--- src/rtl/core_ex.sv ---
// Execute stage: ALU, branch/jump redirect, load/store address generation and an
// optional multi-cycle serial shifter that stalls the upstream pipeline while busy.
module core_ex #(
    parameter int unsigned SERIAL_SHIFT = 1,
    parameter int unsigned SHIFT_STEP   = 1
) (
    input  logic        clk,
    input  logic        rst,
    input  logic [31:0] inst_addr_in,
    input  logic        reg_we_in,
    input  logic [4:0]  reg_write_addr_in,
    input  logic [31:0] reg1_data_in,
    input  logic [31:0] reg2_data_in,
    input  logic [6:0]  opcode_in,
    input  logic [2:0]  func3_in,
    input  logic [6:0]  func7_in,
    input  logic [31:0] immI_in,
    input  logic [31:0] immS_in,
    input  logic [31:0] immB_in,
    input  logic [31:0] immU_in,
    input  logic [31:0] immJ_in,
    input  logic [4:0]  shamt_in,
    output logic        reg_we_out,
    output logic [4:0]  reg_write_addr_out,
    output logic [31:0] reg_write_data_out,
    output logic        mem_req_out,
    output logic        mem_we_out,
    output logic [31:0] mem_addr_out,
    output logic [31:0] mem_wdata_out,
    output logic [2:0]  mem_func3_out,
    output logic        jump_flag_out,
    output logic [31:0] jump_addr_out,
    output logic        hold_flag_out
);

    localparam logic [6:0] OpcOp     = 7'b0110011;
    localparam logic [6:0] OpcOpImm  = 7'b0010011;
    localparam logic [6:0] OpcLui    = 7'b0110111;
    localparam logic [6:0] OpcAuipc  = 7'b0010111;
    localparam logic [6:0] OpcJal    = 7'b1101111;
    localparam logic [6:0] OpcJalr   = 7'b1100111;
    localparam logic [6:0] OpcBranch = 7'b1100011;
    localparam logic [6:0] OpcLoad   = 7'b0000011;
    localparam logic [6:0] OpcStore  = 7'b0100011;

    localparam logic [1:0] KindSll = 2'd0;
    localparam logic [1:0] KindSrl = 2'd1;
    localparam logic [1:0] KindSra = 2'd2;

    localparam logic [4:0] StepAmt = 5'(SHIFT_STEP);

    typedef enum logic {StIdle, StShift} state_e;

    function automatic logic [31:0] shift_by(input logic [31:0] v, input logic [4:0] amt,
                                             input logic [1:0] kind);
        case (kind)
            KindSra: shift_by = 32'($signed(v) >>> amt);
            KindSrl: shift_by = v >> amt;
            default: shift_by = v << amt;
        endcase
    endfunction

    state_e      state_q, state_d;
    logic [31:0] acc_q, acc_d;
    logic [4:0]  cnt_q, cnt_d;
    logic [1:0]  kind_q, kind_d;
    logic [4:0]  rd_q, rd_d;
    logic        we_hold_q, we_hold_d;

    logic        reg_we_q, reg_we_d;
    logic [4:0]  rd_out_q, rd_out_d;
    logic [31:0] wdata_q, wdata_d;
    logic        mem_req_q, mem_req_d;
    logic        mem_we_q, mem_we_d;
    logic [31:0] mem_addr_q, mem_addr_d;
    logic [31:0] mem_wdata_q, mem_wdata_d;
    logic [2:0]  mem_func3_q, mem_func3_d;

    logic        is_op, is_opimm, is_shift, start_shift, wr_en, branch_taken;
    logic [31:0] alu_b, alu_res, pc_plus4;
    logic [4:0]  shamt_sel, step;
    logic [1:0]  shift_kind;
    logic [31:0] shifted;

    // Only func7[5] carries meaning in this stage.
    logic unused_func7;
    assign unused_func7 = ^{func7_in[6], func7_in[4:0]};

    assign is_op       = (opcode_in == OpcOp);
    assign is_opimm    = (opcode_in == OpcOpImm);
    assign alu_b       = is_op ? reg2_data_in : immI_in;
    assign shamt_sel   = is_op ? reg2_data_in[4:0] : shamt_in;
    assign is_shift    = (is_op || is_opimm) && (func3_in[1:0] == 2'b01);
    assign shift_kind  = func3_in[2] ? (func7_in[5] ? KindSra : KindSrl) : KindSll;
    assign start_shift = (SERIAL_SHIFT != 0) && is_shift && (shamt_sel != 5'd0);
    assign wr_en       = reg_we_in && (reg_write_addr_in != 5'd0);
    assign pc_plus4    = inst_addr_in + 32'd4;

    always_comb begin
        alu_res = '0;
        case (func3_in)
            3'b000:  alu_res = (is_op && func7_in[5]) ? reg1_data_in - alu_b
                                                      : reg1_data_in + alu_b;
            3'b010:  alu_res = {31'd0, $signed(reg1_data_in) < $signed(alu_b)};
            3'b011:  alu_res = {31'd0, reg1_data_in < alu_b};
            3'b100:  alu_res = reg1_data_in ^ alu_b;
            3'b110:  alu_res = reg1_data_in | alu_b;
            3'b111:  alu_res = reg1_data_in & alu_b;
            default: alu_res = shift_by(reg1_data_in, shamt_sel, shift_kind);
        endcase
    end

    always_comb begin
        branch_taken = 1'b0;
        case (func3_in)
            3'b000:  branch_taken = (reg1_data_in == reg2_data_in);
            3'b001:  branch_taken = (reg1_data_in != reg2_data_in);
            3'b100:  branch_taken = ($signed(reg1_data_in) < $signed(reg2_data_in));
            3'b101:  branch_taken = ($signed(reg1_data_in) >= $signed(reg2_data_in));
            3'b110:  branch_taken = (reg1_data_in < reg2_data_in);
            3'b111:  branch_taken = (reg1_data_in >= reg2_data_in);
            default: branch_taken = 1'b0;
        endcase
    end

    always_comb begin
        state_d       = state_q;
        acc_d         = acc_q;
        cnt_d         = cnt_q;
        kind_d        = kind_q;
        rd_d          = rd_q;
        we_hold_d     = we_hold_q;
        reg_we_d      = 1'b0;
        rd_out_d      = '0;
        wdata_d       = '0;
        mem_req_d     = 1'b0;
        mem_we_d      = 1'b0;
        mem_addr_d    = '0;
        mem_wdata_d   = '0;
        mem_func3_d   = '0;
        jump_flag_out = 1'b0;
        jump_addr_out = '0;
        hold_flag_out = 1'b0;
        step          = '0;
        shifted       = '0;

        case (state_q)
            StIdle: begin
                rd_out_d = reg_write_addr_in;
                case (opcode_in)
                    OpcOp, OpcOpImm: begin
                        if (start_shift) begin
                            acc_d         = reg1_data_in;
                            cnt_d         = shamt_sel;
                            kind_d        = shift_kind;
                            rd_d          = reg_write_addr_in;
                            we_hold_d     = wr_en;
                            hold_flag_out = 1'b1;
                            state_d       = StShift;
                        end else begin
                            reg_we_d = wr_en;
                            wdata_d  = alu_res;
                        end
                    end
                    OpcLui: begin
                        reg_we_d = wr_en;
                        wdata_d  = immU_in;
                    end
                    OpcAuipc: begin
                        reg_we_d = wr_en;
                        wdata_d  = inst_addr_in + immU_in;
                    end
                    OpcJal: begin
                        reg_we_d      = wr_en;
                        wdata_d       = pc_plus4;
                        jump_flag_out = 1'b1;
                        jump_addr_out = inst_addr_in + immJ_in;
                    end
                    OpcJalr: begin
                        reg_we_d      = wr_en;
                        wdata_d       = pc_plus4;
                        jump_flag_out = 1'b1;
                        jump_addr_out = (reg1_data_in + immI_in) & ~32'd1;
                    end
                    OpcBranch: begin
                        jump_flag_out = branch_taken;
                        jump_addr_out = inst_addr_in + immB_in;
                    end
                    OpcLoad, OpcStore: begin
                        mem_req_d   = 1'b1;
                        mem_we_d    = (opcode_in == OpcStore);
                        mem_addr_d  = reg1_data_in + ((opcode_in == OpcStore) ? immS_in
                                                                               : immI_in);
                        mem_wdata_d = reg2_data_in;
                        mem_func3_d = func3_in;
                    end
                    default: ;
                endcase
            end
            StShift: begin
                step          = (cnt_q > StepAmt) ? StepAmt : cnt_q;
                shifted       = shift_by(acc_q, step, kind_q);
                acc_d         = shifted;
                cnt_d         = cnt_q - step;
                hold_flag_out = (cnt_q > StepAmt);
                // Last step: write back and let ID/EX advance on this same edge.
                if (!hold_flag_out) begin
                    reg_we_d = we_hold_q;
                    rd_out_d = rd_q;
                    wdata_d  = shifted;
                    state_d  = StIdle;
                end
            end
            default: state_d = StIdle;
        endcase

        if (!rst) begin
            jump_flag_out = 1'b0;
            hold_flag_out = 1'b0;
        end
    end

    always_ff @(posedge clk or negedge rst) begin
        if (!rst) begin
            state_q     <= StIdle;
            acc_q       <= '0;
            cnt_q       <= '0;
            kind_q      <= KindSll;
            rd_q        <= '0;
            we_hold_q   <= 1'b0;
            reg_we_q    <= 1'b0;
            rd_out_q    <= '0;
            wdata_q     <= '0;
            mem_req_q   <= 1'b0;
            mem_we_q    <= 1'b0;
            mem_addr_q  <= '0;
            mem_wdata_q <= '0;
            mem_func3_q <= '0;
        end else begin
            state_q     <= state_d;
            acc_q       <= acc_d;
            cnt_q       <= cnt_d;
            kind_q      <= kind_d;
            rd_q        <= rd_d;
            we_hold_q   <= we_hold_d;
            reg_we_q    <= reg_we_d;
            rd_out_q    <= rd_out_d;
            wdata_q     <= wdata_d;
            mem_req_q   <= mem_req_d;
            mem_we_q    <= mem_we_d;
            mem_addr_q  <= mem_addr_d;
            mem_wdata_q <= mem_wdata_d;
            mem_func3_q <= mem_func3_d;
        end
    end

    assign reg_we_out         = reg_we_q;
    assign reg_write_addr_out = rd_out_q;
    assign reg_write_data_out = wdata_q;
    assign mem_req_out        = mem_req_q;
    assign mem_we_out         = mem_we_q;
    assign mem_addr_out       = mem_addr_q;
    assign mem_wdata_out      = mem_wdata_q;
    assign mem_func3_out      = mem_func3_q;

endmodule

--- config.mk ---
export PLATFORM = sky130hd
export DESIGN_NAME = core_ex
export DESIGN_NICKNAME = d
export VERILOG_FILES = /design/src/rtl/core_ex.sv
export SDC_FILE = /design/constraint.sdc
export NUM_CORES = 1
export LEC_CHECK = 0
export CAP_MARGIN = 10
export CORE_ASPECT_RATIO = 2
export CORE_MARGIN = 1.5
export CORE_UTILIZATION = 60
export DETAILED_ROUTE_END_ITERATION = 8
export PLACE_DENSITY_LB_ADDON = 0.15
export SLEW_MARGIN = 20
export SYNTH_ARGS = -nofsm -noshare
export SYNTH_HDL_FRONTEND = slang
export SYNTH_SLANG_ARGS = --single-unit
--- constraint.sdc ---
create_clock -name clk -period 26.7 [get_ports clk]
set_clock_uncertainty 0.1 [all_clocks]
set_input_delay 8.01 -clock clk [delete_from_list [all_inputs] [get_ports clk]]
set_output_delay 8.01 -clock clk [all_outputs]
set_load 0.01 [all_outputs]
==> results_tabular.tex, run 1 <==
\begin{tabular}{lr}
\hline
Metric & Value \\
\hline
\multicolumn{2}{l}{\textbf{Floorplanning}} \\
\quad I/O pin count & around 430 \\
\quad Starting Density & 60.7\% \\
\quad Site Rows & 107 \\
\quad Width of the die & between 100 and 150 um \\
\quad Overall die height & 296 um \\
\multicolumn{2}{l}{\textbf{Yosys}} \\
\quad Number of flip-flops and latches in the synthesized netlist & between 150 and 200 \\
\quad Total standard cell area after synthesis & 0.0258 mm\^{}2 \\
\quad Syn Inst Count & between 3000 and 4000 \\
\quad Yosys synthesis warning count & 0 \\
\quad Fraction of the yosys area taken by sequential cells & about 15\% \\
\quad Synthesized Nets & just over 4000 \\
\quad Ys flop type & dfrtp\_1 \\
\quad Mean Syn Cell Area & about 7.3 um\^{}2 \\
\quad Largest cells by area after synthesis & dfrtp\_1, ha\_1, a21oi\_1 \\
\quad Yosys top cell area share & 14.9\% \\
\quad Most instantiated cells after synthesis & nor2\_1, nand2\_1, a21oi\_1 \\
\quad Biggest area consumer among synthesized cells & dfrtp\_1 \\
\quad Synth unique cells & about 100 \\
\quad Post-synth EDFFs & 0 \\
\quad Count leader, synth & nor2\_1 \\
\quad Asr flop ratio synth & 100\% \\
\multicolumn{2}{l}{\textbf{Clock tree}} \\
\quad Number of buffers inserted by post-CTS setup repair & 0 \\
\quad H-tree level count & 4 \\
\quad Maximum number of buffers from clock root to sink & 2 \\
\quad CTS resizes & 0 \\
\quad Number of hold buffers added after cts & 0 \\
\quad Clock buffers created by TritonCTS & 17 \\
\quad Number of clock sinks seen by CTS & between 150 and 200 \\
\quad CTS root buf & clkbuf\_16 \\
\multicolumn{2}{l}{\textbf{Place}} \\
\quad Worst slack at placement & between 5000 and 6000 ps \\
\quad Final weighted congestion in routability-driven placement & between 1 and 1.5 \\
\quad Half-perimeter wire length after detailed placement & roughly 100000 um \\
\quad PortBufs & 420 \\
\multicolumn{2}{l}{\textbf{Outcome}} \\
\quad First error & [ERROR GRT-0116] Global routing finished with congestion. Check the congestion regions in the DRC Viewer. \\
\quad Run status & stopped before the end \\
\quad Stopped at & global routing \\
\multicolumn{2}{l}{\textbf{Global route}} \\
\quad Vias in the first global route & 35292 \\
\quad Remaining global-route overflow & slightly below 200 \\
\quad Global-route wire length before repair & approximately 230000 um \\
\quad Tot GR Track Use & roughly two thirds \\
\quad Maximum number of pins on one net before global-route repair & 100 \\
\hline
\end{tabular}
==> layer usage <==
metal	track usage, %	overflow
met1	66.6	0
met2	91.0	88
met3	42.5	3
met4	76.0	107
met5	7.73	0
==> logic make-up after synthesis <==
group                    count (synthesis)  synth area share, %
AO/OA/AOI/OAI                         1322                 34.0
AND/OR/NAND/NOR                       1086                 19.5
buffers and inverters                  384                 6.04
adder cells (fa/ha/maj)                262                 12.9
multiplexers                           176                 7.43
XOR/XNOR                               154                 5.24
flip-flops                             153                 14.9
==> through the flow <==
| stage | cells | hold slack (ps) | area (um^2) | util, % |
|---|---|---|---|---|
| after floorplan | 3537 | 350 | 25800 | - |
| after global placement | 4368 | 364 | 30400 | 71.6 |
| after detailed placement | 4368 | 377 | 30400 | 71.6 |
| after CTS | 4400 | 394 | 30900 | 72.9 |
==> run 2, diff against run 1 <==
CORE_ASPECT_RATIO = not set   (was 2)
CORE_UTILIZATION = 40   (was 60)
==> run 2 against run 1 <==
The run now ends clean. Area after synthesis unchanged. Synthesized cell count unchanged.
==> results_tabular.tex, run 2 <==
\begin{tabular}{lr}
\hline
Metric & Value \\
\hline
\multicolumn{2}{l}{\textbf{Outcome}} \\
\quad Run status & finished clean (was stopped before the end) \\
\multicolumn{2}{l}{\textbf{Drt}} \\
\quad Final wirelength & roughly 130000 um \\
\quad Via-to-Cell Ratio & 6.53 \\
\quad Number of search-and-repair iterations in the first detailed-routing pass & 7 \\
\quad First-iteration detailed-routing DRC count & around 3900 \\
\quad Number of nets with antenna violations after routing & 0 \\
\quad Routed WL per cell & between 20 and 30 um \\
\quad Vias & 30762 \\
\quad Detailed-route DRC error count & 0 \\
\multicolumn{2}{l}{\textbf{Hold path}} \\
\quad Cells on Worst Hold Path & 2 \\
\quad Critical hold path startpoint & rd\_q[4] \\
\quad Class of the tightest hold or removal check & flip-flop to flip-flop \\
\quad Endpoint of the worst hold path & rd\_q[4] \\
\multicolumn{2}{l}{\textbf{Clock tree}} \\
\quad CTS resizes & 0 (unchanged) \\
\quad Clock buffers created by TritonCTS & 17 (unchanged) \\
\quad Number of clock sinks seen by CTS & 153 (unchanged) \\
\quad Number of buffers inserted by post-CTS setup repair & 0 (unchanged) \\
\quad H-tree level count & 4 (unchanged) \\
\quad CTS root buf & clkbuf\_16 (unchanged) \\
\quad Clock latency on the worst-skew pair & 520 ps \\
\quad CTS tree & built \\
\quad Number of hold buffers added after cts & 0 (unchanged) \\
\quad Register clock-pin slew on the reported worst setup and hold paths & 80 ps \\
\quad Maximum number of buffers from clock root to sink & 2 (unchanged) \\
\multicolumn{2}{l}{\textbf{Floorplanning}} \\
\quad Total core area & 0.0633 mm\^{}2 \\
\quad Site Rows & 92 (was 107) \\
\quad I/O pin count & 427 (unchanged) \\
\quad Die outline area & 0.0659 mm\^{}2 \\
\quad Overall die height & 257 um (was 296 um) \\
\quad Starting Density & 40.7\% (was 60.7\%) \\
\quad Width of the die & 257 um (was 150 um) \\
\multicolumn{2}{l}{\textbf{Worst setup path}} \\
\quad Category of the worst setup path launch point & input pin \\
\quad Endpoint class of the critical path & output pin \\
\quad Ordered list of cells on the worst path & clkdlybuf4s50\_1 > buf\_4 > nand2b\_1 > nor2\_1 > nand2\_1 > nor2\_4 > buf\_4 > mux2\_2 > ha\_1 > a211oi\_1 > nor2\_1 > o41ai\_1 > o21ai\_0 > a22oi\_1 > a311oi\_1 > a211o\_1 > a21oi\_1 > xnor2\_1 > o22ai\_1 > clkdlybuf4s50\_1 \\
\quad WP data arrival & between 10000 and 15000 ps \\
\quad Required time at the worst-slack endpoint & between 15000 and 20000 ps \\
\quad Source of the worst register-to-register timing path & cnt\_q[1] \\
\quad Type of the worst setup path & input pin to output pin \\
\quad Critical-path top delay cell & clkdlybuf4s50\_1 \\
\quad Length in cells of the worst reg-to-reg path & 10 \\
\quad Setup slack of the worst register-to-register path & around 23000 ps \\
\quad Delay of the slowest cell on the worst path & 590 ps \\
\quad Crit-path max FO & 38 \\
\quad Capture instance of the worst register-to-register path & reg\_write\_data\_out[16] \\
\multicolumn{2}{l}{\textbf{Yosys}} \\
\quad Asr flop ratio synth & 100\% (unchanged) \\
\quad Number of flip-flops and latches in the synthesized netlist & 153 (unchanged) \\
\quad Synth unique cells & 101 (unchanged) \\
\quad Largest cells by area after synthesis & dfrtp\_1, ha\_1, a21oi\_1 (unchanged) \\
\quad Ys flop type & dfrtp\_1 (unchanged) \\
\quad Most instantiated cells after synthesis & nor2\_1, nand2\_1, a21oi\_1 (unchanged) \\
\quad Yosys synthesis warning count & 0 (unchanged) \\
\quad Fraction of the yosys area taken by sequential cells & 14.9\% (unchanged) \\
\quad Count leader, synth & nor2\_1 (unchanged) \\
\quad Mean Syn Cell Area & 7.28 um\^{}2 (unchanged) \\
\quad Biggest area consumer among synthesized cells & dfrtp\_1 (unchanged) \\
\quad Syn Inst Count & 3537 (unchanged) \\
\quad Yosys top cell area share & 14.9\% (unchanged) \\
\quad Post-synth EDFFs & 0 (unchanged) \\
\quad Total standard cell area after synthesis & 0.0258 mm\^{}2 (unchanged) \\
\quad Synthesized Nets & 4085 (unchanged) \\
\multicolumn{2}{l}{\textbf{Final layout}} \\
\quad Most common cell after layout, fill and taps aside & clkdlybuf4s50\_1 \\
\quad Layout fillers & 6409 \\
\quad Area Growth Syn to Fin & 22.2\% \\
\quad Final Instance Count excl. Fillers & about 4700 \\
\quad Share of cells above drive strength 1 & 6.68\% \\
\quad Most frequent cells in the layout & clkdlybuf4s50\_1, nor2\_1, nand2\_1 \\
\quad Total Nets Final & roughly 4400 \\
\multicolumn{2}{l}{\textbf{Power and ir drop}} \\
\quad Leakage power figure & about 13 nW \\
\quad Tot Pwr & about 1.2 mW \\
\quad Peak supply drop & slightly above 50 uV \\
\quad Power per standard cell area & around 38 mW/mm\^{}2 \\
\multicolumn{2}{l}{\textbf{Global route}} \\
\quad Remaining global-route overflow & 0 \\
\quad Number of antenna violations at the first check in global routing & 11 \\
\quad Maximum number of pins on one net before global-route repair & slightly above 100 \\
\quad Global-route wire length before repair & roughly 190000 um \\
\quad Vias in the first global route & 28591 \\
\quad Tot GR Track Use & 39.6\% \\
\multicolumn{2}{l}{\textbf{STA}} \\
\quad Final critical path time including I/O delays and setup & approximately 22000 ps \\
\quad Relative slew margins & 16.7\% \\
\quad TNS Setup & 0 ps \\
\quad RSZ-0062 raised after global routing & no \\
\quad Highest Clock Rate & about 0.045 GHz \\
\quad Final setup violation count & 0 \\
\quad Crit share post-route & 83.1\% \\
\quad Final hold viol count & 0 \\
\quad Pins Over Slew Limit & 0 \\
\quad Slew @ Worst Pin & around 1200 ps \\
\multicolumn{2}{l}{\textbf{Place}} \\
\quad Half-perimeter wire length after detailed placement & 103000 um (was 105000 um) \\
\quad PortBufs & 420 (unchanged) \\
\quad Final weighted congestion in routability-driven placement & 1.09 (was 1.30) \\
\quad Placed cell count & 4676 (was 4368) \\
\multicolumn{2}{l}{\textbf{Run}} \\
\quad Number of max-cap violations & 0 \\
\hline
\end{tabular}
run 2: cell counts after synthesis:
No cell type changed its count.
run 2: final cells by class:
| type | count | area, um^2 | share of cell area [%] |
|---|---|---|---|
| Multi-Input combinational cell | 3000 | 20400 | 65.0 |
| Tap cell | 846 | 1060 | 3.36 |
| Clock inverter | 15 | 201 | 0.640 |
| Inverter | 167 | 627 | 1.99 |
| Timing Repair Buffer | 510 | 4880 | 15.5 |
| Antenna cell | 3 | 7.51 | 0.0239 |
| Clock buffer | 17 | 425 | 1.35 |
| Sequential cell | 153 | 3830 | 12.2 |
run 2: worst max-delay path by stage:
stage | end | startpoint | cells past startpoint | slack [ps]
after floorplan | jump_addr_out[24] | opcode_in[2] | 15 | 6640
after global placement | jump_addr_out[31] | opcode_in[5] | 20 | 4700
after detailed placement | jump_addr_out[31] | opcode_in[5] | 20 | 4740
after CTS | jump_addr_out[31] | opcode_in[5] | 20 | 4680
after global routing | jump_addr_out[31] | opcode_in[5] | 20 | 4210
final | jump_addr_out[31] | opcode_in[5] | 20 | 4520
run 2: report_power, final:
group	switching, mW	total (mW)	internal (mW)	leakage, nW
combinational	0.395	0.626	0.231	10.9
sequential	0.0308	0.291	0.260	2.02
clock	0.141	0.271	0.129	0.304
run 2: layer usage:
| layer | wire [um] | track usage [%] | vias up |
|---|---|---|---|
| met2 | 56000 | 58.0 | 1926 |
| met3 | 15800 | 9.61 | 418 |
| met5 | 40 | 0 | - |
| met1 | 54300 | 52.7 | 14606 |
| met4 | 8810 | 22.7 | 6 |
| li1 | - | - | 13806 |
run 2: cell families (layout without fill, tap and decap cells):
group	count (synthesis)	after routing	share of synthesized area [%]
AO/OA/AOI/OAI	1322	1322	34.0
AND/OR/NAND/NOR	1086	1086	19.5
buffers and inverters	384	709	6.04
adder cells (fa/ha/maj)	262	262	12.9
multiplexers	176	176	7.43
XOR/XNOR	154	154	5.24
flip-flops	153	153	14.9
other	0	3	0
run 2: stage by stage:
stage,cell area (um^2),worst slack [ps],hold slack [ps],utilization (%)
after floorplan,25800,6640,350,-
after global placement,30800,4700,364,48.7
after detailed placement,30800,4740,377,48.7
after CTS,31500,4680,394,49.7
after global routing,31500,4210,413,49.7
final,31500,4520,389,49.7
run 2: worst max-delay path, delay by kind of cell:
family / cells / cell delay [ps]
adders and majority gates: 1 / 290
buffers and inverters: 4 / 1910
xor gates and xnor gates: 1 / 110
muxes: 1 / 420
AOI/OAI and AO/OA: 8 / 2620
and+or+nand+nor: 5 / 650
(Power assumes the default switching activity.)
